==> src/rtl/c7blsu_wr_req.sv <==
// LSU store buffer: in-order FIFO of committed stores, drained one at a time
// through the BIU write arbiter (AW, then W, then wait for B with the LSU write ID).
module c7blsu_wr_req #(
    parameter int          SB_DEPTH = 4,
    parameter logic [3:0]  WR_ID    = 4'h1
) (
    input  logic                          clk,
    input  logic                          reset,
    input  logic                          lsu_st_val,
    output logic                          lsu_st_rdy,
    input  logic [31:0]                   lsu_st_addr,
    input  logic [63:0]                   lsu_st_data,
    input  logic [7:0]                    lsu_st_strb,
    output logic                          lsu_biu_wr_aw_req,
    input  logic                          biu_lsu_wr_aw_ack,
    output logic                          lsu_biu_wr_w_req,
    input  logic                          biu_lsu_wr_w_ack,
    output logic [31:0]                   lsu_biu_wr_addr,
    output logic [63:0]                   lsu_biu_wr_data,
    output logic [7:0]                    lsu_biu_wr_strb,
    output logic                          lsu_biu_wr_last,
    input  logic                          axi_b_valid,
    input  logic [3:0]                    axi_b_id,
    input  logic [1:0]                    axi_b_resp,
    output logic                          lsu_biu_b_ready,
    output logic                          sb_empty,
    output logic [$clog2(SB_DEPTH+1)-1:0] sb_cnt,
    output logic                          wr_err,
    output logic [31:0]                   wr_err_addr,
    input  logic                          wr_err_clr
);

    localparam int PTR_W = $clog2(SB_DEPTH);
    localparam int CNT_W = $clog2(SB_DEPTH+1);

    localparam logic [1:0] ST_IDLE = 2'd0;
    localparam logic [1:0] ST_AW   = 2'd1;
    localparam logic [1:0] ST_W    = 2'd2;
    localparam logic [1:0] ST_B    = 2'd3;

    typedef struct packed {
        logic [31:0] addr;
        logic [63:0] data;
        logic [7:0]  strb;
    } sb_entry_t;

    sb_entry_t        mem [SB_DEPTH];
    sb_entry_t        head;
    logic [PTR_W-1:0] wr_ptr;
    logic [PTR_W-1:0] rd_ptr;
    logic [1:0]       state;
    logic [1:0]       state_nxt;
    logic             push;
    logic             pop;
    logic             b_hit;
    logic             err_new;

    // Ready comes only from the registered count, so a pop never frees a slot same-cycle.
    assign lsu_st_rdy = (sb_cnt != CNT_W'(SB_DEPTH));
    assign push       = lsu_st_val & lsu_st_rdy;
    assign b_hit      = axi_b_valid & (axi_b_id == WR_ID);
    assign pop        = (state == ST_B) & b_hit;
    assign err_new    = pop & (axi_b_resp != 2'b00);
    assign head       = mem[rd_ptr];

    always_ff @(posedge clk) begin
        if (push)
            mem[wr_ptr] <= '{addr: lsu_st_addr, data: lsu_st_data, strb: lsu_st_strb};
    end

    always_ff @(posedge clk or posedge reset) begin
        if (reset) begin
            wr_ptr <= '0;
            rd_ptr <= '0;
            sb_cnt <= '0;
        end else begin
            if (push)
                wr_ptr <= wr_ptr + PTR_W'(1);
            if (pop)
                rd_ptr <= rd_ptr + PTR_W'(1);
            case ({push, pop})
                2'b10:   sb_cnt <= sb_cnt + CNT_W'(1);
                2'b01:   sb_cnt <= sb_cnt - CNT_W'(1);
                default: sb_cnt <= sb_cnt;
            endcase
        end
    end

    always_comb begin
        state_nxt = state;
        case (state)
            ST_IDLE: if (sb_cnt != '0)       state_nxt = ST_AW;
            ST_AW:   if (biu_lsu_wr_aw_ack)  state_nxt = ST_W;
            ST_W:    if (biu_lsu_wr_w_ack)   state_nxt = ST_B;
            ST_B:    if (b_hit)              state_nxt = ST_IDLE;
            default:                         state_nxt = ST_IDLE;
        endcase
    end

    always_ff @(posedge clk or posedge reset) begin
        if (reset)
            state <= ST_IDLE;
        else
            state <= state_nxt;
    end

    // Only the first error since the last clear keeps its address; a clear
    // coinciding with a new error lets the new one re-arm and recapture.
    always_ff @(posedge clk or posedge reset) begin
        if (reset) begin
            wr_err      <= 1'b0;
            wr_err_addr <= '0;
        end else if (err_new && (!wr_err || wr_err_clr)) begin
            wr_err      <= 1'b1;
            wr_err_addr <= head.addr;
        end else if (wr_err_clr && !err_new) begin
            wr_err      <= 1'b0;
        end
    end

    assign lsu_biu_wr_aw_req = (state == ST_AW);
    assign lsu_biu_wr_w_req  = (state == ST_W);
    assign lsu_biu_wr_last   = (state == ST_W);
    assign lsu_biu_b_ready   = (state == ST_B);
    assign lsu_biu_wr_addr   = (state != ST_IDLE) ? head.addr : '0;
    assign lsu_biu_wr_data   = (state != ST_IDLE) ? head.data : '0;
    assign lsu_biu_wr_strb   = (state != ST_IDLE) ? head.strb : '0;
    assign sb_empty          = (sb_cnt == '0) && (state == ST_IDLE);

endmodule

==> config.mk <==
export PLATFORM = sky130hd
export DESIGN_NAME = c7blsu_wr_req
export DESIGN_NICKNAME = d
export VERILOG_FILES = /design/src/rtl/c7blsu_wr_req.sv
export SDC_FILE = /design/constraint.sdc
export NUM_CORES = 1
export LEC_CHECK = 0
export ABC_AREA = 1
export BUFFER_PORTS_ARGS = -buffer_cell sky130_fd_sc_hd__buf_2
export CORE_MARGIN = 4
export CORE_UTILIZATION = 35
export DETAILED_ROUTE_END_ITERATION = 6
export MAX_ROUTING_LAYER = met4
export PLACE_DENSITY = 0.63
export SLEW_MARGIN = 10
export SYNTH_ARGS = -nofsm -noshare
export SYNTH_HDL_FRONTEND = slang
export SYNTH_SLANG_ARGS = --single-unit
==> constraint.sdc <==
create_clock -name clk -period 13.7 [get_ports clk]
set_clock_uncertainty 0.05 [all_clocks]
set_input_delay 2.055 -clock clk [delete_from_list [all_inputs] [get_ports clk]]
set_output_delay 2.055 -clock clk [all_outputs]
set_load 0.01 [all_outputs]
==> run summary <==
status: completed
Area after DPL: 20100 sq um
area of all placed cells without fillers: 21600 sq um
Slew Viols, Final: 0
CTS tree: yes
initial antenna violation count: 9
Worst Path Required: 11.60 ns
Die Ht: 236 um
global-route wire length before repair: 66200 um
Avg WL per Cell: 17.2 um
CTS Buf Count: 48
Crit Path Category: reg2out
actual slew at the worst max-slew pin: 1.07 ns
DR vias: 11800
FF-to-FF setup slack: 10.59 ns
Syn Nets: 1637
Max clock buf depth: 3
post-place setup slack: 8.47 ns
core area: 51400 sq um
hpwl dp: 24300 um
Max-slew headroom: 28.5%
TritonRoute pass-1 iters: 5
area delta synth->final: 18.6%
Synth Cell Area: 18200 sq um
Layout Utilization: 41.9%
Lkg Pwr: 8.35 nW
total grt overflow: 0
post-CTS setup buffer count: 0
Avg Synthesized Cell Area: 12.0 sq um
# hold bufs at CTS: 0
vias in the first global route: 11500
MaxCap Viol Count: 0
synth top area cells: edfxtp_1 (69%), nor2_1 (6.8%), dfrtp_1 (5.8%)
worst-path maximum fanout: 115
CP Capture Type: output pin
via/cell ratio: 4.76
CTS Root Cell: clkbuf_16
Port Buffer Count: 262
final setup TNS: 0 ns
maximum achievable frequency: 0.174 GHz
setup ws final: 7.95 ns
Final GP Congestion: 0.752
CP Launch Type: flip-flop
power density cells: 221 nW/um^2
Clock Latency Late Sink: 0.57 ns
hold_ws: 0.426 ns
Resize count post-CTS: 0
H-tree depth: 2
worst min-delay path category: reg2reg
most common flop cell mapped by yosys: edfxtp_1
synth unique cells: 24
initial core utilization: 35.4%
FFs w/ async S/R, synth: 9.17%
Syn. warnings: 0
clock sinks: 458
top cell type's share of synthesized area: 68.7%
CP arrival: 3.65 ns
min Tclk post-route: 5.75 ns
violation count after the first detailed-route iteration: 743
RSZ-0062 raised after global routing: false
Cells after Synth: 1510
Remaining DRCs: 0
Final Hold Fails: 0
Final period util: 42.0%
Synth area leader: edfxtp_1
top-count cell post-synth: edfxtp_1
total track usage: 15.4%
total wire length: 42600 um
final setup vio count: 0
Worst-path clk slew: 0.06 ns
most frequent cells after synthesis: edfxtp_1 (416), nor2_1 (330), nand2_1 (236)
die area: 55700 sq um
top-level I/O count: 263
chip width: 236 um
EDFF count, synth: 416
peak supply drop: 0.130 mV
largest net degree at the start of global routing: 116
share of layout cells above drive strength 1: 20.4%
post-synthesis sequential area ratio: 74.5%
Nets: 1874
Post-DRT Antenna Nets: 0
FP Rows: 83
register bit total from synthesis: 458
power breakdown:
part           total [mW]  internal [mW]  switching (mW)
Clock                1.22          0.706           0.514
Sequential           1.93           1.84          0.0925
Combinational        1.62          0.502            1.12
Total                4.77           3.05            1.72
state kept, by name (all words and copies together) (netlist names):
register / count
wr_ptr: 2
wr_err: 1
wr_err_addr: 32
sb_cnt: 3
mem: 416
rd_ptr: 2
state: 2
worst max-delay path, stage by stage (launching register included):
cell and delay, ns:
dfrtp_4 0.71, inv_6 0.60, buf_4 0.81, o21ai_0 0.23, a21oi_1 0.23, buf_2 0.17
final timing paths:
path / endpoint / start / depth (start not counted)
max in group asynchronous: rd_ptr[1] / reset / 2
hold reg to reg: wr_err_addr[20] / wr_err_addr[20] / 2
hold / removal: wr_err_addr[20] / wr_err_addr[20] / 2
setup reg to reg: wr_err_addr[2] / rd_ptr[0] / 8
min in group asynchronous: state[0] / reset / 2
setup / recovery: lsu_biu_wr_data[40] / rd_ptr[0] / 5
area by class of cell:
type,instances,area (sq um)
diodes,10,25.0
fillers,4803,29800
repair buffers,278,1430
flip-flops and latches,458,13600
inverters,51,199
clock buffers,66,1310
well taps,680,851
multi-input cells,910,4030
clock inverters,21,165
cell families after synthesis:
group,after synthesis,share of synthesized area [%]
adders and majority gates,10,0.729
and+or+nand+nor,672,14.7
buffers and inverters,142,3.64
AOI/OAI and AO/OA,223,6.20
muxes,1,0.0619
xor gates and xnor gates,4,0.193
DFF,458,74.5
stage by stage:
step / power, mW / cells
2_1_floorplan: 3.01 / 1510
4_1_cts: 4.85 / 2464
3_5_place_dp: 3.62 / 2377
6_report: 4.77 / 2474
3_3_place_gp: 3.59 / 2377
5_1_grt: 5.10 / 2473
layer usage:
| metal | track usage, % | share of wire [%] |
|---|---|---|
| met5 | - | 0 |
| met4 | 4.32 | 2.0 |
| met3 | 3.91 | 7.3 |
| met2 | 24.5 | 47 |
| met1 | 19.8 | 44 |
cell usage in the layout, fill, tap and decap left out, types with 16 or more instances in the layout:
cell	count
edfxtp_1	416
nor2_1	326
buf_2	262
nand2_1	236
o21ai_0	109
nand3_1	99
a21oi_1	74
clkbuf_16	49
inv_1	48
dfrtp_1	40
o21ai_1	39
buf_4	16
Power figures use the tool's default switching activity.
